## config.mk

```make
export PLATFORM = sky130hd
export DESIGN_NAME = manchester_frame_decoder
export DESIGN_NICKNAME = d
export VERILOG_FILES = /design/src/rtl/manchester_frame_decoder.sv
export SDC_FILE = /design/constraint.sdc
export NUM_CORES = 1
export LEC_CHECK = 0
export CORE_UTILIZATION = 55
export CTS_BUF_LIST = sky130_fd_sc_hd__clkbuf_2 sky130_fd_sc_hd__clkbuf_4 sky130_fd_sc_hd__clkbuf_8
export DETAILED_ROUTE_END_ITERATION = 12
export GPL_TIMING_DRIVEN = 0
export HOLD_SLACK_MARGIN = 0.08
export PLACE_DENSITY = 0.78
export SYNTH_ARGS = -nofsm -noshare
export SYNTH_HDL_FRONTEND = slang
export SYNTH_SLANG_ARGS = --single-unit
```

## constraint.sdc

```tcl
create_clock -name clock -period 6.99 [get_ports clock]
set_clock_uncertainty 0.15 [all_clocks]
set_input_delay 1.398 -clock clock [delete_from_list [all_inputs] [get_ports clock]]
set_output_delay 1.398 -clock clock [all_outputs]
set_load 0.01 [all_outputs]
```

## src/rtl/manchester_frame_decoder.sv

```systemverilog
// rtl/manchester_frame_decoder.sv - Manchester line decoder with preamble hunt and framed payload handshake
module manchester_frame_decoder #(
    parameter int                       HALF_BIT_CYCLES = 8,
    parameter int                       TOLERANCE       = 2,
    parameter int                       PREAMBLE_BITS   = 8,
    parameter logic [PREAMBLE_BITS-1:0] PREAMBLE        = 8'hA5,
    parameter int                       FRAME_BITS      = 32,
    parameter int                       TIMEOUT_CYCLES  = 64
) (
    input  logic                  clock,
    input  logic                  reset,
    input  logic                  digital_in,
    input  logic                  frame_ready,
    input  logic                  clear_errors,
    output logic [FRAME_BITS-1:0] frame_data,
    output logic                  frame_valid,
    output logic                  manchester_clock,
    output logic                  receiving,
    output logic                  err_timing,
    output logic                  err_timeout,
    output logic                  overrun
);
    localparam int CW = $clog2(TIMEOUT_CYCLES + 1);
    localparam int BW = $clog2(FRAME_BITS + 1);
    localparam logic [CW:0]   SHORT_MIN   = (CW+1)'(HALF_BIT_CYCLES - TOLERANCE);
    localparam logic [CW:0]   SHORT_MAX   = (CW+1)'(HALF_BIT_CYCLES + TOLERANCE);
    localparam logic [CW:0]   LONG_MIN    = (CW+1)'(2 * HALF_BIT_CYCLES - TOLERANCE);
    localparam logic [CW:0]   LONG_MAX    = (CW+1)'(2 * HALF_BIT_CYCLES + TOLERANCE);
    localparam logic [CW-1:0] TIMEOUT_VAL = CW'(TIMEOUT_CYCLES);
    localparam logic [BW-1:0] LAST_BIT    = BW'(FRAME_BITS - 1);

    typedef enum logic [1:0] {S_IDLE, S_HUNT, S_PAYLOAD, S_DELIVER} state_t;
    state_t state, state_next;

    logic                     sync_1, sync_2, line_prev;
    logic [CW-1:0]            interval_cnt;
    logic                     at_boundary, at_boundary_next;
    logic [PREAMBLE_BITS-1:0] hunt_window, hunt_next;
    logic [FRAME_BITS-1:0]    payload;
    logic [BW-1:0]            bit_cnt;

    logic          line_edge, polarity, timed_out, is_short, is_long;
    logic [CW:0]   interval;
    logic          accept, emit, set_timing, set_timeout, load_frame, set_overrun;

    assign line_edge = sync_2 ^ line_prev;
    assign polarity  = sync_2;
    assign timed_out = (interval_cnt == TIMEOUT_VAL);
    // The counter was cleared on the previous edge, so the elapsed clocks are one more than its value.
    assign interval  = {1'b0, interval_cnt} + {{CW{1'b0}}, 1'b1};
    assign is_short  = (interval >= SHORT_MIN) && (interval <= SHORT_MAX);
    assign is_long   = (interval >= LONG_MIN) && (interval <= LONG_MAX);
    assign hunt_next = {hunt_window[PREAMBLE_BITS-2:0], polarity};
    assign receiving = (state == S_PAYLOAD);

    always_ff @(posedge clock) begin
        if (reset) state <= S_IDLE;
        else       state <= state_next;
    end

    always_comb begin
        state_next       = state;
        at_boundary_next = at_boundary;
        accept           = 1'b0;
        emit             = 1'b0;
        set_timing       = 1'b0;
        set_timeout      = 1'b0;
        load_frame       = 1'b0;
        set_overrun      = 1'b0;
        case (state)
            S_IDLE: begin
                if (line_edge) begin
                    accept           = 1'b1;
                    emit             = 1'b1;
                    at_boundary_next = 1'b0;
                    state_next       = S_HUNT;
                end
            end
            S_HUNT, S_PAYLOAD: begin
                if (timed_out) begin
                    state_next  = S_IDLE;
                    set_timeout = (state == S_PAYLOAD);
                end else if (line_edge) begin
                    if (is_short && !at_boundary) begin
                        accept           = 1'b1;
                        at_boundary_next = 1'b1;
                    end else if (is_short) begin
                        accept           = 1'b1;
                        emit             = 1'b1;
                        at_boundary_next = 1'b0;
                    end else if (is_long && !at_boundary) begin
                        accept = 1'b1;
                        emit   = 1'b1;
                    end else begin
                        set_timing = 1'b1;
                        state_next = S_IDLE;
                    end
                    if (emit) begin
                        if (state == S_HUNT && hunt_next == PREAMBLE)
                            state_next = S_PAYLOAD;
                        else if (state == S_PAYLOAD && bit_cnt == LAST_BIT)
                            state_next = S_DELIVER;
                    end
                end
            end
            S_DELIVER: begin
                state_next = S_IDLE;
                if (!frame_valid || frame_ready) load_frame  = 1'b1;
                else                             set_overrun = 1'b1;
            end
            default: state_next = S_IDLE;
        endcase
    end

    always_ff @(posedge clock) begin
        if (reset) begin
            sync_1           <= 1'b0;
            sync_2           <= 1'b0;
            line_prev        <= 1'b0;
            interval_cnt     <= '0;
            at_boundary      <= 1'b0;
            hunt_window      <= '0;
            payload          <= '0;
            bit_cnt          <= '0;
            frame_data       <= '0;
            frame_valid      <= 1'b0;
            manchester_clock <= 1'b0;
            err_timing       <= 1'b0;
            err_timeout      <= 1'b0;
            overrun          <= 1'b0;
        end else begin
            sync_1    <= digital_in;
            sync_2    <= sync_1;
            line_prev <= sync_2;

            if (line_edge)       interval_cnt <= '0;
            else if (!timed_out) interval_cnt <= interval_cnt + CW'(1);

            at_boundary <= at_boundary_next;

            if (emit) begin
                if (state == S_IDLE) begin
                    hunt_window <= PREAMBLE_BITS'(polarity);
                end else if (state == S_HUNT) begin
                    hunt_window <= hunt_next;
                end else begin
                    payload <= {payload[FRAME_BITS-2:0], polarity};
                    bit_cnt <= bit_cnt + BW'(1);
                end
            end
            if (state == S_HUNT && state_next == S_PAYLOAD) bit_cnt <= '0;

            if (state_next == S_IDLE) manchester_clock <= 1'b0;
            else if (accept)          manchester_clock <= ~manchester_clock;

            // A clear in the same cycle as an error event wins and the event is dropped.
            if (clear_errors) begin
                err_timing  <= 1'b0;
                err_timeout <= 1'b0;
                overrun     <= 1'b0;
            end else begin
                if (set_timing)  err_timing  <= 1'b1;
                if (set_timeout) err_timeout <= 1'b1;
                if (set_overrun) overrun     <= 1'b1;
            end

            if (load_frame) begin
                frame_data  <= payload;
                frame_valid <= 1'b1;
            end else if (frame_ready) begin
                frame_valid <= 1'b0;
            end
        end
    end
endmodule
```

==> impl_metrics.yaml, run 1 <==
critical_path:
  endpoint_kind: "output pin"
  path_class: "flip-flop to output pin"
  cp.arrival_ps: 1590
  cp.required_ps: 5440
  crit_path_start_kind: "flip-flop"
  critPathMaxFanout: 4
die:
  io_pins: 43
  core_um2: 6830
  rows: 30
  dieArea_um2: 7480
  die_x_um: 86.5
  start_util_pct: 57.5
  die_h_um: 86.5
timing:
  hold_viol: 0
  maxSlewHeadroom_pct: 59.1
  fin_setup_tns_ps: 0
  final_max_slew_viol_count: 0
  min_period_over_period_pct: 44.9
  timing.fmax_mhz: 319
  setup_ws_ps: 3850
  setup_viol: 0
  tightest_slew_ps: 609
  rsz0062_at_grt: "false"
  fin_crit_ps: 3140
synthesis:
  synthDistinctLibCells: 52
  synth_area_um2: 3930
  synth_cells: 485
  yosys_warnings: 0
  synth_seq_cells: 95
  synthArstFlopShare_pct: 0
  synth_area_per_cell_um2: 8.10
  syn-num-nets: 498
  synthFlopType: "dfxtp_1"
  synth_edf_count: 0
  seq_area_frac_synth_pct: 48.4
clock_network:
  cts_buffer_depth: 2
  cts.sinks: 95
  htreeDepth: 3
  cts_tree: "built"
  clockRootBuffer: "clkbuf_8"
  postCtsHoldBufs: 0
  post_cts_buffers: 0
  path_clk_slew_ps: 90
  cts_resized: 0
  cts_inserted_buffers: 9
  insertion_delay_ps: 360
job:
  cap_violations: 0
cells_and_area:
  fin_nets: 550
  antenna_cells: 0
  final_layout_size_suffix_gt1_share_pct: 5.54
  finish.utilization_pct: 67.9
  area_growth_pct: 18.2
  nFillCells: 636
drt:
  initialDrtViolationCount: 131
  ant_nets: 0
  drt_wl_total_mm: 7.96
  drt_first_pass_iters: 4
  viasPerCell: 5.20
  vias: 3315
  wl_per_cell_um: 12.5
  drc: 0
power:
  cellPowerDensity_nw_per_um2: 200
  ir_worst_vdd_v: 0.000120
  leakagePower_nw: 1.56
global_route:
  grt_first_pass_wirelength_mm: 13.4
  antenna_found_initial: 0
  grt_max_degree: 18
  grt_pass1_vias: 2890
  grt-ovfl-total: 0
  grt_usage_pct: 22.8
place:
  place.gp.congestion: 0.928
  place_hpwl_mm: 5.79
  pre_cts_slack_ps: 3670
  io_buffers: 41
min_path:
  hold_path.class: "flip-flop to flip-flop"
run_status:
  outcome: "complete, no violations"
[where the power goes]
| part | leakage, nW | switching [W] | internal (W) |
|---|---|---|---|
| registers | 0.766 | 0.00000273 | 0.000544 |
| logic | 0.712 | 0.0000293 | 0.0000145 |
| clock network | 0.0849 | 0.000199 | 0.000138 |
| total | 1.56 | 0.000231 | 0.000696 |
[cell usage after synthesis, drive strengths merged (2+ instances only)]
| library cell | n | area (µm²) |
|---|---|---|
| nor4 | 2 | 12.5 |
| ha | 8 | 100 |
| mux2i | 4 | 40.0 |
| nor2 | 20 | 75.1 |
| and2 | 2 | 12.5 |
| a2bb2oi | 6 | 52.6 |
| a31oi | 6 | 37.5 |
| a211o | 2 | 17.5 |
| xor2 | 5 | 43.8 |
| nand2b | 3 | 18.8 |
| or3 | 4 | 25.0 |
| nand2 | 147 | 552 |
| a2111oi | 2 | 17.5 |
| o211ai | 2 | 20.0 |
| nand3b | 2 | 15.0 |
| nor3 | 4 | 20.0 |
| o21ai | 8 | 40.0 |
| inv | 13 | 48.8 |
| xnor2 | 8 | 70.1 |
| nor2b | 5 | 31.3 |
| dfxtp | 95 | 1900 |
| nand3 | 10 | 50.1 |
| clkbuf | 20 | 75.1 |
| a21oi | 78 | 390 |
| buf | 8 | 57.6 |
[metal layers]
metal  up-vias  track usage, %  routed length, µm
met2        69            37.6               3700
met3        14            3.62                280
met1      1505            29.6               3820
met4         0            10.5                152
met5         -               0                  0
li1       1727               -                  -
[cells by family after synthesis]
family / Yosys count / share of synthesized area [%]
AO/OA/AOI/OAI: 115 / 17.6
XOR/XNOR: 13 / 2.90
adder cells (fa/ha/maj): 8 / 2.55
buffers and inverters: 41 / 4.62
flip-flops: 95 / 48.4
multiplexers: 4 / 1.02
AND/OR/NAND/NOR: 209 / 22.9
[stage by stage]
step	std cells	area, µm²	hold WS [ps]	power, W
floorplan	485	3930	264	0.000590
global placement	622	4460	270	0.000602
detailed placement	622	4460	298	0.000603
CTS	638	4640	311	0.000934
global route	638	4640	318	0.000963
finish	638	4640	307	0.000927
[path summary, 6_finish.rpt]
path | startpoint | end | slack (ps) | cells past startpoint
hold reg to reg | frame_data[26] | frame_data[26] | 310 | 2
setup / recovery | state[0] | receiving | 3850 | 3
hold / removal | frame_data[26] | frame_data[26] | 310 | 2
setup reg to reg | state[0] | payload[17] | 4060 | 9
[state kept, by name, indices dropped and copies added (netlist names)]
name / flops
hunt_window: 7
sync_1: 1
interval_cnt: 7
payload: 32
at_boundary: 1
frame_valid: 1
polarity: 1
frame_data: 32
state: 2
line_prev: 1
overrun: 1
bit_cnt: 6
err_timeout: 1
err_timing: 1
manchester_clock: 1
[area by class of cell]
| type | instances | area (µm²) | share of cell area, % |
|---|---|---|---|
| Buffer | 28 | 133 | 2.86 |
| Inverter | 13 | 48.8 | 1.05 |
| Sequential cell | 95 | 1900 | 41.0 |
| Timing Repair Buffer | 41 | 410 | 8.85 |
| Multi-Input combinational cell | 349 | 1840 | 39.7 |
| Clock buffer | 10 | 131 | 2.83 |
| Tap cell | 96 | 120 | 2.59 |
| Clock inverter | 6 | 51.3 | 1.11 |
[critical path, stage by stage, from the launching register on]
cell	delay (ps)
dfxtp_1	340
inv_1	120
ha_1	220
clkdlybuf4s50_1	550
[cell usage in the layout, fill, tap and decap left out, types with 2 or more instances in the layout]
cell and count:
a2111oi_0 2, a211o_1 2, a21oi_1 78, a2bb2oi_1 6, a31oi_1 6, and2_1 2, buf_1 3, buf_6 3
clkbuf_1 20, clkbuf_8 9, clkdlybuf4s50_1 41, clkinvlp_4 3, dfxtp_1 95, ha_1 8, inv_1 12, inv_6 2
mux2i_1 4, nand2_1 147, nand2b_1 3, nand3_1 10, nand3b_1 2, nor2_1 20, nor2b_1 5, nor3_1 4
nor4_1 2, o21ai_0 6, o21ai_1 2, or3_1 4, xnor2_1 8, xor2_1 5
Note: power is estimated with default switching activity, not from simulation.
==> run 2: changes to the inputs <==
Clock period 6.99 ns to 3 ns, I/O delays scaled along.
==> run 2 against run 1 <==
  * Die area unchanged
  * Power rose by 130%
  * Via count rose by 0.57%
  * Clock-buffer cell count did not move
  * Largest cell class unchanged
  * Combinational power grew 140%
  * Non-clock buffer count rose by 1
  * Cell area rose by 0.51%
  * Worst setup slack worse by 3600 ps
  * Sequential share of layout area is 0.21 points lower
  * Sequential power up 130%
  * First-iteration DRC count fell by 4.6%
==> impl_metrics.yaml, run 2 (synthesis results as in run 1) <==
place:
  dp.cells: 622
  place.gp.congestion: 0.928
  io_buffers: 41
  place_hpwl_mm: 5.79
critical_path:
  critPathMaxFanout: 10
  critical_path.top_delay_family: "compound AO/OA/AOI/OAI gates"
  path_class: "flip-flop to flip-flop"
  slowest_stage: "or3_1"
  crit_path_start_kind: "flip-flop"
  crit_buf_inv: 2
  endpoint_kind: "flip-flop"
  critPathMaxStageDelay_ps: 430
  r2r_start: "state[0]"
  startpoint: "state[0]"
  cp.required_ps: 3090
  crit_path_cell_trace: "inv_1 > ha_1 > or3_1 > a2111oi_1 > a32o_2 > nand2b_1 > clkbuf_1 > nand2_1 > a21oi_1"
  cp.arrival_ps: 2880
drt:
  drc: 0
  initialDrtViolationCount: 125
  wl_per_cell_um: 12.5
  vias: 3334
  drt_first_pass_iters: 4
  viasPerCell: 5.22
  ant_nets: 0
  drt_wl_total_mm: 8.02
min_path:
  hold_path.class: "flip-flop to flip-flop"
  hold_start: "frame_data[26]"
clock_network:
  cts_buffer_depth: 2
  path_clk_slew_ps: 90
  cts_inserted_buffers: 9
  cts.sinks: 95
  clockRootBuffer: "clkbuf_8"
  cts_tree: "built"
  insertion_delay_ps: 360
  htreeDepth: 3
  postCtsHoldBufs: 0
die:
  dieArea_um2: 7480
  die_x_um: 86.5
  start_util_pct: 57.5
  rows: 30
  die_h_um: 86.5
  core_um2: 6830
  io_pins: 43
timing:
  setup_viol: 0
  fin_setup_tns_ps: 0
  rsz0062_at_grt: "false"
  fin_crit_ps: 2800
  final_max_slew_viol_count: 0
  timing.fmax_mhz: 357
  tightest_slew_ps: 610
  hold_viol: 0
  maxSlewHeadroom_pct: 59.1
  min_period_over_period_pct: 93.2
cells_and_area:
  top_regs: "frame_data x32, payload x32"
  layout_common_cells: "nand2_1, dfxtp_1, a21oi_1"
  area_growth_pct: 18.8
  seq_area_um2: 1900
  finalNonFillerCells: 639
  fin_nets: 551
  nFillCells: 630
  final_common_cell: "nand2_1"
  antenna_cells: 0
  final_layout_size_suffix_gt1_share_pct: 6.26
  multi_input_area_um2: 1850
global_route:
  grt_pass1_vias: 2890
  grt-ovfl-total: 0
  antenna_found_initial: 0
  grt_usage_pct: 22.8
  grt_first_pass_wirelength_mm: 13.4
  grt_max_degree: 18
run_status:
  outcome: "complete, no violations"
power:
  leakagePower_nw: 1.57
  cellPowerDensity_nw_per_um2: 464
  ir_worst_vdd_v: 0.000280
job:
  cap_violations: 0
[run 2: cell count changes in the layout (fill, tap and decap cells not counted), sizes merged]
cell    before  now
buf          8   10
clkbuf      30   29
[run 2: layout make-up]
| class | instances | area share, % |
|---|---|---|
| buffer | 27 | 2.79 |
| timing repair buffer | 43 | 9.12 |
| inverter | 13 | 1.05 |
| sequential | 95 | 40.8 |
| clock buffer | 10 | 2.82 |
| tap | 96 | 2.58 |
| clock inverter | 6 | 1.10 |
| multi-input combinational | 349 | 39.8 |
[run 2: repair_timing]
action | CTS | global route
gates resized for setup | 0 | 5
endpoints found under the setup margin | 0 | 42
buffers inserted | 0 | 2
[run 2: where the power goes]
group / leakage [nW] / total [W] / internal (W) / switching [W]
Sequential: 0.766 / 0.00127 / 0.00127 / 0.00000645
Clock: 0.0849 / 0.000788 / 0.000322 / 0.000465
Combinational: 0.721 / 0.000104 / 0.0000351 / 0.0000691
Total: 1.57 / 0.00216 / 0.00162 / 0.000541
[run 2: worst min-delay path, delay by kind of cell (launching register included)]
| family | cells | cell delay [ps] |
|---|---|---|
| flops | 1 | 320 |
| simple gates | 1 | 50 |
| compound gates | 1 | 50 |
[run 2: metrics by stage]
stage / worst slack, ps / area (µm²) / hold slack, ps / total power [W] / util [%]
5_1_grt: 8.15 / 4660 / 318 / 0.00225 / 68.3
6_report: 203 / 4660 / 307 / 0.00216 / 68.3
3_3_place_gp: 162 / 4460 / 270 / 0.00140 / 65.2
2_1_floorplan: 511 / 3930 / 264 / 0.00137 / -
3_5_place_dp: 135 / 4460 / 298 / 0.00140 / 65.2
4_1_cts: 122 / 4640 / 311 / 0.00218 / 67.9
[run 2: layer usage]
layer	vias up	part of all wire (%)	track usage, %
li1	1727	-	-
met1	1517	48	29.6
met2	74	47	37.6
met3	16	3.3	3.62
met4	0	1.9	10.5
met5	-	0	0
[run 2: path summary, 6_finish.rpt]
kind | to | slack, ps | cells after the start
worst max-delay path | payload[23] | 200 | 9
worst min-delay path | frame_data[26] | 310 | 2
worst max register to register | payload[23] | 200 | 9
worst min register to register | frame_data[26] | 310 | 2
==> run 3: changes to the inputs <==
Settings changed: CORE_UTILIZATION 55 to 50, CTS_CLUSTER_DIAMETER set to 30, DONT_BUFFER_PORTS set to 1, PLACE_DENSITY 0.78 to not set.
==> run 3 against run 2 <==
  * Non-clock buffer count shrank 41
  * Power grew 0.16%
  * Largest power group unchanged
  * Fmax shrank 0.75%
  * Cell area shrank 8.2%
==> impl_metrics.yaml, run 3 (synthesis results as in run 1) <==
clock_network:
  clockRootBuffer: "clkbuf_8"
  path_clk_slew_ps: 100
  cts_tree: "built"
  cts_buffer_depth: 2
  cts_inserted_buffers: 9
  cts.sinks: 95
  htreeDepth: 3
  postCtsHoldBufs: 0
  insertion_delay_ps: 360
drt:
  drt_wl_total_mm: 8.37
  wl_per_cell_um: 13.9
  ant_nets: 0
  initialDrtViolationCount: 237
  drc: 0
  drt_first_pass_iters: 5
  vias: 3233
  viasPerCell: 5.38
cells_and_area:
  area_growth_pct: 9.08
  layout_common_cells: "nand2_1, dfxtp_1, a21oi_1"
  top_regs: "frame_data x32, payload x32"
  final_layout_size_suffix_gt1_share_pct: 7.57
  nFillCells: 731
  multi_input_area_um2: 1870
  seq_area_um2: 1900
  antenna_cells: 0
  finish.utilization_pct: 57.8
  final_common_cell: "nand2_1"
  fin_nets: 510
place:
  pre_cts_slack_ps: 88.7
  place_hpwl_mm: 5.79
  io_buffers: 0
  place.gp.congestion: 0.862
die:
  dieArea_um2: 8210
  rows: 31
  io_pins: 43
  die_h_um: 90.6
  die_x_um: 90.6
  core_um2: 7410
  start_util_pct: 53.0
critical_path:
  cp.arrival_ps: 2900
  endpoint_kind: "flip-flop"
  crit_cells: 9
  critPathMaxFanout: 8
  crit_top_cell: "nor2_1"
  ff2ff_setup_slack_ps: 180
  cp.required_ps: 3080
  crit_buf_inv: 1
  startpoint: "interval_cnt[0]"
  slowest_stage: "dfxtp_1"
  path_class: "flip-flop to flip-flop"
  crit_path_start_kind: "flip-flop"
  r2r_cells: 9
  r2r_start: "interval_cnt[0]"
  critical_path.top_delay_family: "compound AO/OA/AOI/OAI gates"
  crit_path_cell_trace: "inv_1 > ha_1 > nor2_1 > or3_1 > a32oi_4 > nand3_1 > a211oi_4 > a2bb2oi_1 > nor2_1"
  critPathMaxStageDelay_ps: 440
global_route:
  grt-ovfl-total: 0
  top_usage_layer: "met2"
  met3_usage_pct: 6.40
  grt_usage_pct: 22.1
  antenna_found_initial: 0
  met2_usage_pct: 33.7
  grt_max_degree: 19
  grt_pass1_vias: 3037
  grt_first_pass_wirelength_mm: 14.5
  grt_use_met1_pct: 29.7
timing:
  hold_viol: 0
  setup_ws_ps: 182
  tightest_slew_ps: 567
  maxSlewHeadroom_pct: 62.2
  timing.fmax_mhz: 355
  final_max_slew_viol_count: 0
  setup_viol: 0
  fin_setup_tns_ps: 0
  min_period_over_period_pct: 93.9
  fin_crit_ps: 2820
min_path:
  hold_depth: 1
  hold_path.class: "input port to flip-flop"
  hold_start: "clear_errors"
run_status:
  outcome: "complete, no violations"
job:
  cap_violations: 0
power:
  cellPowerDensity_nw_per_um2: 506
  leakagePower_nw: 1.45
  ir_worst_vdd_v: 0.000268
-- run 3: where the power goes --
group          internal, W  total [W]  switching [W]
clock network     0.000318   0.000793       0.000476
logic            0.0000312   0.000101      0.0000698
registers          0.00127    0.00127     0.00000717
-- run 3: final timing paths --
check / end
hold reg to reg: polarity
setup reg to reg: hunt_window[2]
hold / removal: overrun
setup / recovery: hunt_window[2]
-- run 3: area by class of cell --
type                    count  area share, %
plain buffers              26           3.01
clock buffers               9           2.89
clock inverters             7           1.40
inverters                  13           1.14
multi-input cells         349           43.7
flip-flops and latches     95           44.4
well taps                  99           2.89
repair buffers              3          0.526
-- run 3: per-layer routing --
| layer | up-vias | routed length [µm] |
|---|---|---|
| li1 | 1648 | - |
| met1 | 1510 | 4200 |
| met2 | 69 | 3660 |
| met3 | 6 | 439 |
| met4 | 0 | 79 |
| met5 | - | 0 |
-- run 3: repair_timing --
action                                  CTS  global route
gates resized for setup                   0            12
endpoints found under the hold margin     0             0
endpoints found under the setup margin    0            44
buffers inserted                          0             3
-- run 3: metrics by stage --
| stage | power [W] | cell area, µm² | hold slack, ps | cells |
|---|---|---|---|---|
| after floorplan | 0.00137 | 3930 | 264 | 485 |
| after global placement | 0.00140 | 4050 | 275 | 584 |
| after detailed placement | 0.00140 | 4050 | 270 | 584 |
| after CTS | 0.00219 | 4230 | 132 | 600 |
| after global routing | 0.00226 | 4280 | 133 | 601 |
| final | 0.00217 | 4280 | 149 | 601 |
